--- src/rtl/imm_encoder.sv ---
`default_nettype none
// ============================================================================
//  Module   : imm_encoder
//  Purpose  : Inverse of the immediate generator. Packs decoded instruction
//             fields plus the immediate value the datapath must reproduce
//             into 16-bit instruction words. Each command is range-checked,
//             encoded and written to instruction memory at consecutive
//             addresses.
//  Ports    : clk, reset (async, active-high), clear (sync)
//             in_valid/in_ready handshake; in_opcode, in_rs, in_rt, in_rd,
//             in_func, in_value, in_last command fields
//             mem_write/mem_address/mem_data/mem_ack memory write port
//             done, err, err_code, word_count status
//  Revision : 1.0  initial release
// ============================================================================
module imm_encoder #(
    parameter int              WORD_SIZE = 16,
    parameter logic [15:0]     BASE_ADDR = 16'h0000,
    parameter int              MAX_WORDS = 256
) (
    input  logic                 clk,
    input  logic                 reset,
    input  logic                 clear,
    input  logic                 in_valid,
    output logic                 in_ready,
    input  logic [3:0]           in_opcode,
    input  logic [1:0]           in_rs,
    input  logic [1:0]           in_rt,
    input  logic [1:0]           in_rd,
    input  logic [5:0]           in_func,
    input  logic [WORD_SIZE-1:0] in_value,
    input  logic                 in_last,
    output logic                 mem_write,
    output logic [15:0]          mem_address,
    output logic [WORD_SIZE-1:0] mem_data,
    input  logic                 mem_ack,
    output logic                 done,
    output logic                 err,
    output logic [1:0]           err_code,
    output logic [8:0]           word_count
);

    localparam logic [2:0] S_IDLE  = 3'd0;
    localparam logic [2:0] S_CHECK = 3'd1;
    localparam logic [2:0] S_WRITE = 3'd2;
    localparam logic [2:0] S_DONE  = 3'd3;
    localparam logic [2:0] S_ERROR = 3'd4;

    localparam logic [3:0] c_BNE_OP = 4'd0;
    localparam logic [3:0] c_BEQ_OP = 4'd1;
    localparam logic [3:0] c_BGZ_OP = 4'd2;
    localparam logic [3:0] c_BLZ_OP = 4'd3;
    localparam logic [3:0] c_ADI_OP = 4'd4;
    localparam logic [3:0] c_ORI_OP = 4'd5;
    localparam logic [3:0] c_LHI_OP = 4'd6;
    localparam logic [3:0] c_LWD_OP = 4'd7;
    localparam logic [3:0] c_SWD_OP = 4'd8;
    localparam logic [3:0] c_JMP_OP = 4'd9;
    localparam logic [3:0] c_JAL_OP = 4'd10;
    localparam logic [3:0] c_RTY_OP = 4'd15;

    localparam logic [8:0] c_MAX_WORDS = 9'(MAX_WORDS);

    logic [2:0]           r_state;
    logic [3:0]           r_op;
    logic [1:0]           r_rs;
    logic [1:0]           r_rt;
    logic [1:0]           r_rd;
    logic [5:0]           r_func;
    logic [WORD_SIZE-1:0] r_value;
    logic                 r_last;
    logic [15:0]          r_addr;
    logic [WORD_SIZE-1:0] r_data;
    logic [8:0]           r_count;
    logic [1:0]           r_err_code;

    logic [WORD_SIZE-1:0] w_word;
    logic [WORD_SIZE-1:0] w_br;
    logic                 w_range_ok;
    logic                 w_unsup;
    logic [1:0]           w_code;

    // Branch offsets are stored as (target distance - 1), so the encoder
    // subtracts one before the sign-extension check.
    assign w_br = r_value - WORD_SIZE'(1);

    always_comb begin
        w_word     = '0;
        w_range_ok = 1'b1;
        w_unsup    = 1'b0;
        case (r_op)
            c_BNE_OP, c_BEQ_OP, c_BGZ_OP, c_BLZ_OP: begin
                w_word     = {r_op, r_rs, r_rt, w_br[7:0]};
                w_range_ok = (&w_br[15:7]) | ~(|w_br[15:7]);
            end
            c_ADI_OP, c_LWD_OP, c_SWD_OP: begin
                w_word     = {r_op, r_rs, r_rt, r_value[7:0]};
                w_range_ok = (&r_value[15:7]) | ~(|r_value[15:7]);
            end
            c_ORI_OP, c_LHI_OP: begin
                w_word     = {r_op, r_rs, r_rt, r_value[7:0]};
                w_range_ok = ~(|r_value[15:8]);
            end
            c_JMP_OP, c_JAL_OP: begin
                w_word     = {r_op, r_value[11:0]};
                w_range_ok = ~(|r_value[15:12]);
            end
            c_RTY_OP: begin
                w_word     = {r_op, r_rs, r_rt, r_rd, r_func};
            end
            default: begin
                w_unsup    = 1'b1;
            end
        endcase
    end

    // Overflow outranks unsupported opcode, which outranks a range error.
    always_comb begin
        w_code = 2'd0;
        if (r_count == c_MAX_WORDS) begin
            w_code = 2'd3;
        end else if (w_unsup) begin
            w_code = 2'd2;
        end else if (!w_range_ok) begin
            w_code = 2'd1;
        end
    end

    always_ff @(posedge clk or posedge reset) begin
        if (reset) begin
            r_state    <= S_IDLE;
            r_op       <= '0;
            r_rs       <= '0;
            r_rt       <= '0;
            r_rd       <= '0;
            r_func     <= '0;
            r_value    <= '0;
            r_last     <= 1'b0;
            r_addr     <= BASE_ADDR;
            r_data     <= '0;
            r_count    <= '0;
            r_err_code <= 2'd0;
        end else if (clear) begin
            r_state    <= S_IDLE;
            r_addr     <= BASE_ADDR;
            r_count    <= '0;
            r_err_code <= 2'd0;
        end else begin
            case (r_state)
                S_IDLE: begin
                    if (in_valid) begin
                        r_op    <= in_opcode;
                        r_rs    <= in_rs;
                        r_rt    <= in_rt;
                        r_rd    <= in_rd;
                        r_func  <= in_func;
                        r_value <= in_value;
                        r_last  <= in_last;
                        r_state <= S_CHECK;
                    end
                end
                S_CHECK: begin
                    if (w_code != 2'd0) begin
                        r_err_code <= w_code;
                        r_state    <= S_ERROR;
                    end else begin
                        r_data     <= w_word;
                        r_state    <= S_WRITE;
                    end
                end
                S_WRITE: begin
                    if (mem_ack) begin
                        r_addr  <= r_addr + 16'd1;
                        r_count <= r_count + 9'd1;
                        r_state <= r_last ? S_DONE : S_IDLE;
                    end
                end
                default: begin
                    // DONE and ERROR hold until clear.
                    r_state <= r_state;
                end
            endcase
        end
    end

    assign in_ready    = (r_state == S_IDLE);
    assign mem_write   = (r_state == S_WRITE);
    assign done        = (r_state == S_DONE);
    assign err         = (r_state == S_ERROR);
    assign err_code    = r_err_code;
    assign mem_address = r_addr;
    assign mem_data    = r_data;
    assign word_count  = r_count;

endmodule
`default_nettype wire

--- config.mk ---
export PLATFORM = sky130hd
export DESIGN_NAME = imm_encoder
export DESIGN_NICKNAME = d
export VERILOG_FILES = /design/src/rtl/imm_encoder.sv
export SDC_FILE = /design/constraint.sdc
export NUM_CORES = 1
export LEC_CHECK = 0
export CAP_MARGIN = 20
export CORE_UTILIZATION = 54
export CTS_BUF_LIST = sky130_fd_sc_hd__clkbuf_8
export DETAILED_ROUTE_END_ITERATION = 8
export GPL_ROUTABILITY_DRIVEN = 0
export GPL_TIMING_DRIVEN = 0
export PLACE_DENSITY = 0.91
export RECOVER_POWER = 50
export SLEW_MARGIN = 20
export SYNTH_ARGS = -nofsm -noshare
export SYNTH_HDL_FRONTEND = slang
export SYNTH_SLANG_ARGS = --single-unit
--- constraint.sdc ---
create_clock -name clk -period 3.7 [get_ports clk]
set_input_delay 0.74 -clock clk [delete_from_list [all_inputs] [get_ports clk]]
set_output_delay 0.74 -clock clk [all_outputs]
set_load 0.005 [all_outputs]
==> metrics.txt, run 1 <==
clk_skew=9.061 ps; Final Core Density=71.03%; clock share of power=17.1%; startpoint types=flip-flop; FMAX=291.3 MHz; Setup violations, final=0; crit path max-delay cell type=a311oi_4; Detail Route Antenna Nets=0; Worst-path clk slew=80 ps; height of the die=91.41 um; DP HPWL=7.378 mm; WS Path Type=flip-flop to flip-flop; crit path cell chain=inv_1 > ha_1 > nor4b_1 > and3_1 > buf_2 > or3_1 > a21oi_1 > o2111ai_2 > a311oi_4 > buf_8 > mux2_4; sw frac=38.27%; clock root buffer=clkbuf_8; aggregate global routing overflow=0; CP delay by family, top=compound AO/OA/AOI/OAI gates; Crit path required time=3930 ps; Initial Util=55.86%; H-tree depth=3; list of most frequent post-synthesis cells=79 x dfrtp_1, 51 x nor2_1, 39 x mux2_2; Pre-antenna DRT Iters=5; RSZ-0062 raised after global routing=no; core box area=7727 um2; Vias/cell=5.832; worst path bufs/invs=3; Layout area overhead=27.16%; Syn Std Cell Area=4317 um2; IO buf count=84; Top FF cell, synth=dfrtp_1; fin crit period=3433 ps; DRC errors left=0; count of final hold-check violations=0; CP max stage delay=550 ps; worst min path class=flip-flop to flip-flop; nets=550; pre-CTS setup slack=336.8 ps; initial detailed-routing violation count=262; Worst R2R Setup Slack=270 ps; CTS tree=built; vias after detailed routing=3581; Yosys warnings=0; WL/cell=16.80 um; post-CTS resize count=0; FP Rows=32; Ports=85; CTS sink count=79; Antenna diodes=0; Data arrival, critical path=3670 ps; Post-CTS Repair Setup Buffers=0; share of cells above drive strength 1=15.63%; worst slew pin tran=1401 ps; dominant cell by count in the synthesized netlist=dfrtp_1; Slew Viols, Final=0; final total power=3.782 mW; cts hold-fix bufs=0; Seq pwr share=38.5%; Seq/Total Area, Yosys=45.80%; Post-Route WL=10.31 mm; Post-Synthesis Cells=412; Post-synth ARST share=100.0%; fin cells=614; Die Footprint=8355 um2; top cells by area, synth=dfrtp_1 46%, mux2_2 10%, nor2_1 4.4%; Gate power share=44.5%; Total GRT Usage=26.26%; Post-synth EDFFs=0; worst-skew pair later-pin latency=350 ps; count of cell types in the netlist=61; final setup margin=267.1 ps; Peak VDD IR=360.3 uV; crit end category=flip-flop; clk buf depth=2; synthesized flop and latch total=79; Max-Slew Margin vs Limit=6.104%; final worst-path cycle share=92.78%; Die Wd=91.41 um; Post-Synthesis Net Count=454; placed insts=599; crit-path max FO=10; largest net degree at the start of global routing=48; antenna violations before repair=0; Leakage=2.335 nW; final instance area=5489 um2; CTS Buf Count=9; post-synth top area cell=dfrtp_1; Area after DPL=5315 um2; Post-Syn Area per Cell=10.48 um2; status=completed; first-pass GRT wire length=17.10 mm; post-synth top area share=45.80%; P_sw=1.447 mW; Power per Cell Area=689.0 nW/um2; Pint=2.335 mW; Max-cap violations=0; number of global-route vias before repair=3504
-- final timing paths --
check                                        start                    endpoint  cells after the start
min reg2reg                mem_data[0]$_DFFE_PP0P_     mem_data[0]$_DFFE_PP0P_                      1
max in group asynchronous                    reset  mem_address[3]$_DFFE_PP0P_                      3
min                        mem_data[0]$_DFFE_PP0P_     mem_data[0]$_DFFE_PP0P_                      1
max reg2reg                 r_value[1]$_DFFE_PP0P_     mem_data[1]$_DFFE_PP0P_                     11
min in group asynchronous                    reset     mem_data[8]$_DFFE_PP0P_                      2
max                         r_value[1]$_DFFE_PP0P_     mem_data[1]$_DFFE_PP0P_                     11
-- routing by layer --
layer / routed length [um] / global-route usage (%)
met5: 0 / 0
met4: 239 / 10.71
met3: 568 / 4.690
met1: 4482 / 34.40
met2: 5023 / 43.05
-- layout make-up --
type                       instances  area [um2]
tap                              102       127.6
clock inverter                     4       46.29
clock buffer                      11       151.4
buffer                            20       100.1
sequential                        79        1977
multi-input combinational        301        2195
inverter                          12       46.29
fill                             550        2238
timing repair buffer              85       845.8
-- kinds of logic after synthesis --
| group | Yosys count | share of synthesized area (%) |
|---|---|---|
| multiplexers | 51 | 14.00 |
| XOR/XNOR | 30 | 6.261 |
| buffers and inverters | 32 | 3.362 |
| AND/OR/NAND/NOR | 149 | 18.64 |
| adder cells (fa/ha/maj) | 4 | 1.159 |
| AO/OA/AOI/OAI | 67 | 10.78 |
| flip-flops | 79 | 45.80 |
-- sequential cells by signal (all words and copies together), names as in the netlist --
name,cells
r_op,4
err_code,2
word_count,9
r_value,16
r_rt,2
r_rd,2
mem_data,16
r_state,3
r_rs,2
mem_address,16
r_func,6
r_last,1
-- placed cells by master, fill, tap and decap left out, drive strengths merged, types with 4 or more instances in the layout --
cell	instances
nor2	51
nand2b	5
nand3	11
ha	4
nand2	29
nor3b	4
o21ai	10
inv	12
xor2	21
xnor2	9
nor3	5
buf	6
nand4	10
nand3b	5
dfrtp	79
nor4b	4
a22oi	10
a21oi	23
clkbuf	26
mux2	48
dlygate4sd3	21
clkdlybuf4s50	63
or3	6
and3	8
-- stage by stage --
stage	setup TNS, ps	hold WS, ps
4_1_cts	0	516.5
3_5_place_dp	0	492.4
2_1_floorplan	0	479.9
5_1_grt	0	529.7
6_report	0	506.0
3_3_place_gp	-17210	494.1
-- power by group through the flow --
| stage | clock network (mW) | logic, mW | registers [mW] |
|---|---|---|---|
| floorplan | 0 | 1.16 | 1.39 |
| CTS | 0.654 | 1.70 | 1.45 |
| global placement | 0 | 1.61 | 1.45 |
| detailed placement | 0 | 1.68 | 1.47 |
| global route | 0.690 | 1.84 | 1.49 |
| finish | 0.646 | 1.68 | 1.45 |
No activity file was read; power rests on OpenSTA's default activity.
==> run 2, diff against run 1 <==
==> constraint.sdc (replaced) <==
create_clock -name clk -period 3.6 [get_ports clk]
set_input_delay 0.72 -clock clk [delete_from_list [all_inputs] [get_ports clk]]
set_output_delay 0.72 -clock clk [all_outputs]
set_load 0.005 [all_outputs]
==> run 2 against run 1 <==
Compared with the run above:
- combinational power rose by 3%
- first-iteration DRC count is the same
- flip-flop and latch count did not move
- cell count unchanged
- worst hold slack did not move
- total power up 2.9%
- clock skew barely moved
- die area is the same
- register-to-register slack worse by 100 ps
- cell area is the same
- worst setup slack worse by 100 ps
- sequential power grew 3%
- critical path type unchanged
- largest power group unchanged
==> metrics.txt, run 2 (synthesis gave the netlist of run 1 again) <==
status=completed; placed insts=599; Detail Route Antenna Nets=0; FMAX=291.0 MHz; final worst-path cycle share=95.47%; clock root buffer=clkbuf_8; Worst-path clk slew=80 ps; register area=1977 um2; r2r endpoint=mem_data[1]$_DFFE_PP0P_; Layout area overhead=27.16%; most common cell after layout, fill and taps aside=dfrtp_1; FILL cells=550; pre-CTS setup slack=236.8 ps; crit end category=flip-flop; vias after detailed routing=3579; Slew Viols, Final=0; Data arrival, critical path=3670 ps; Worst Setup EP=mem_data[1]$_DFFE_PP0P_; Peak VDD IR=371.0 uV; r2r worst-path depth=11; Worst R2R Setup Slack=160 ps; crit path max-delay cell type=a311oi_4; WS Path Type=flip-flop to flip-flop; Max-cap violations=0; CTS sink count=79; initial detailed-routing violation count=262; largest net degree at the start of global routing=48; Area after DPL=5315 um2; nets=550; Max-Slew Margin vs Limit=6.102%; worst-skew pair later-pin latency=350 ps; antenna violations before repair=0; Hold Path Cell Cnt=1; CP Launch Point=r_value[1]$_DFFE_PP0P_; Ports=85; fin crit period=3437 ps; setup TNS=0 ps; WL/cell=16.77 um; core box area=7727 um2; worst path bufs/invs=3; post-CTS resize count=0; startpoint types=flip-flop; CP max stage delay=550 ps; most frequent cells in the layout=79 x dfrtp_1, 66 x clkdlybuf4s50_1, 51 x nor2_1, 39 x mux2_2, 29 x nand2_1; final instance area=5489 um2; Pre-antenna DRT Iters=5; CTS Buf Count=9; Total GRT Usage=26.26%; count of final hold-check violations=0; CTS tree=built; Power per Cell Area=709.0 nW/um2; FP Rows=32; share of cells above drive strength 1=15.63%; cts hold-fix bufs=0; height of the die=91.41 um; area of the multi-input gates=2195 um2; IO buf count=84; Post-CTS Repair Setup Buffers=0; Vias/cell=5.829; worst min path class=flip-flop to flip-flop; first-pass GRT wire length=17.10 mm; Post-Route WL=10.30 mm; crit path cell chain=inv_1 > ha_1 > nor4b_1 > and3_1 > buf_2 > or3_1 > a21oi_1 > o2111ai_2 > a311oi_4 > buf_8 > mux2_4; aggregate global routing overflow=0; Initial Util=55.86%; worst slew pin tran=1401 ps; worst r2r src=r_value[1]$_DFFE_PP0P_; H-tree depth=3; DP HPWL=7.378 mm; fin cells=614; final total power=3.892 mW; Stages on worst setup path=11; number of global-route vias before repair=3504; RSZ-0062 raised after global routing=no; final setup margin=163.1 ps; Crit path required time=3830 ps; Die Footprint=8355 um2; Die Wd=91.41 um; clk_skew=8.963 ps; Setup violations, final=0; clk buf depth=2; DRC errors left=0; Leakage=2.328 nW; crit-path max FO=10; Antenna diodes=0; CP delay by family, top=compound AO/OA/AOI/OAI gates
[run 2: changes by cell type in the layout (fill, tap and decap cells not counted)]
cell | before | now
dlygate4sd3_1 | 21 | 18
clkdlybuf4s50_1 | 63 | 66
[run 2: through the flow]
stage          utilization [%]  hold slack (ps)
2_1_floorplan                -            479.9
3_3_place_gp             68.39            494.1
3_5_place_dp             68.78            492.4
4_1_cts                  71.34            516.5
5_1_grt                  71.03            529.7
6_report                 71.03            506.0
[run 2: layout make-up]
| class | instances | area share [%] |
|---|---|---|
| multi-input cells | 301 | 39.98 |
| clock inverters | 4 | 0.8434 |
| well taps | 102 | 2.325 |
| clock buffers | 11 | 2.758 |
| flip-flops and latches | 79 | 36.02 |
| plain buffers | 20 | 1.824 |
| repair buffers | 85 | 15.41 |
| inverters | 12 | 0.8434 |
[run 2: worst reg2reg max path: stages, from the launching register on]
cell and delay, ps:
dfrtp_1 500, inv_1 100, ha_1 250, nor4b_1 160
and3_1 180, buf_2 160, or3_1 360, a21oi_1 250
o2111ai_2 260, a311oi_4 550, buf_8 240, mux2_4 310
[run 2: worst min path at each step]
stage	startpoint	to	slack, ps
after global placement	r_func[5]$_DFFE_PP0P_	r_func[5]$_DFFE_PP0P_	490
after global routing	mem_data[0]$_DFFE_PP0P_	mem_data[0]$_DFFE_PP0P_	530
after detailed placement	mem_data[0]$_DFFE_PP0P_	mem_data[0]$_DFFE_PP0P_	490
final	mem_data[0]$_DFFE_PP0P_	mem_data[0]$_DFFE_PP0P_	510
after CTS	mem_data[0]$_DFFE_PP0P_	mem_data[0]$_DFFE_PP0P_	520
after floorplan	r_func[0]$_DFFE_PP0P_	r_func[0]$_DFFE_PP0P_	480
[run 2: layer usage]
metal,share of wire [%],track usage [%],up-vias
met5,0,0,-
met4,2.3,10.71,0
met3,5.7,4.690,23
met2,49,43.05,136
met1,43,34.40,1749
li1,-,-,1671
[run 2: power breakdown]
group / total [mW] / leakage, nW / switching [mW] / internal, mW
registers: 1.50 / 1.01 / 0.312 / 1.18
logic: 1.73 / 1.21 / 0.861 / 0.871
clock network: 0.664 / 0.103 / 0.313 / 0.351
total: 3.89 / 2.33 / 1.49 / 2.40
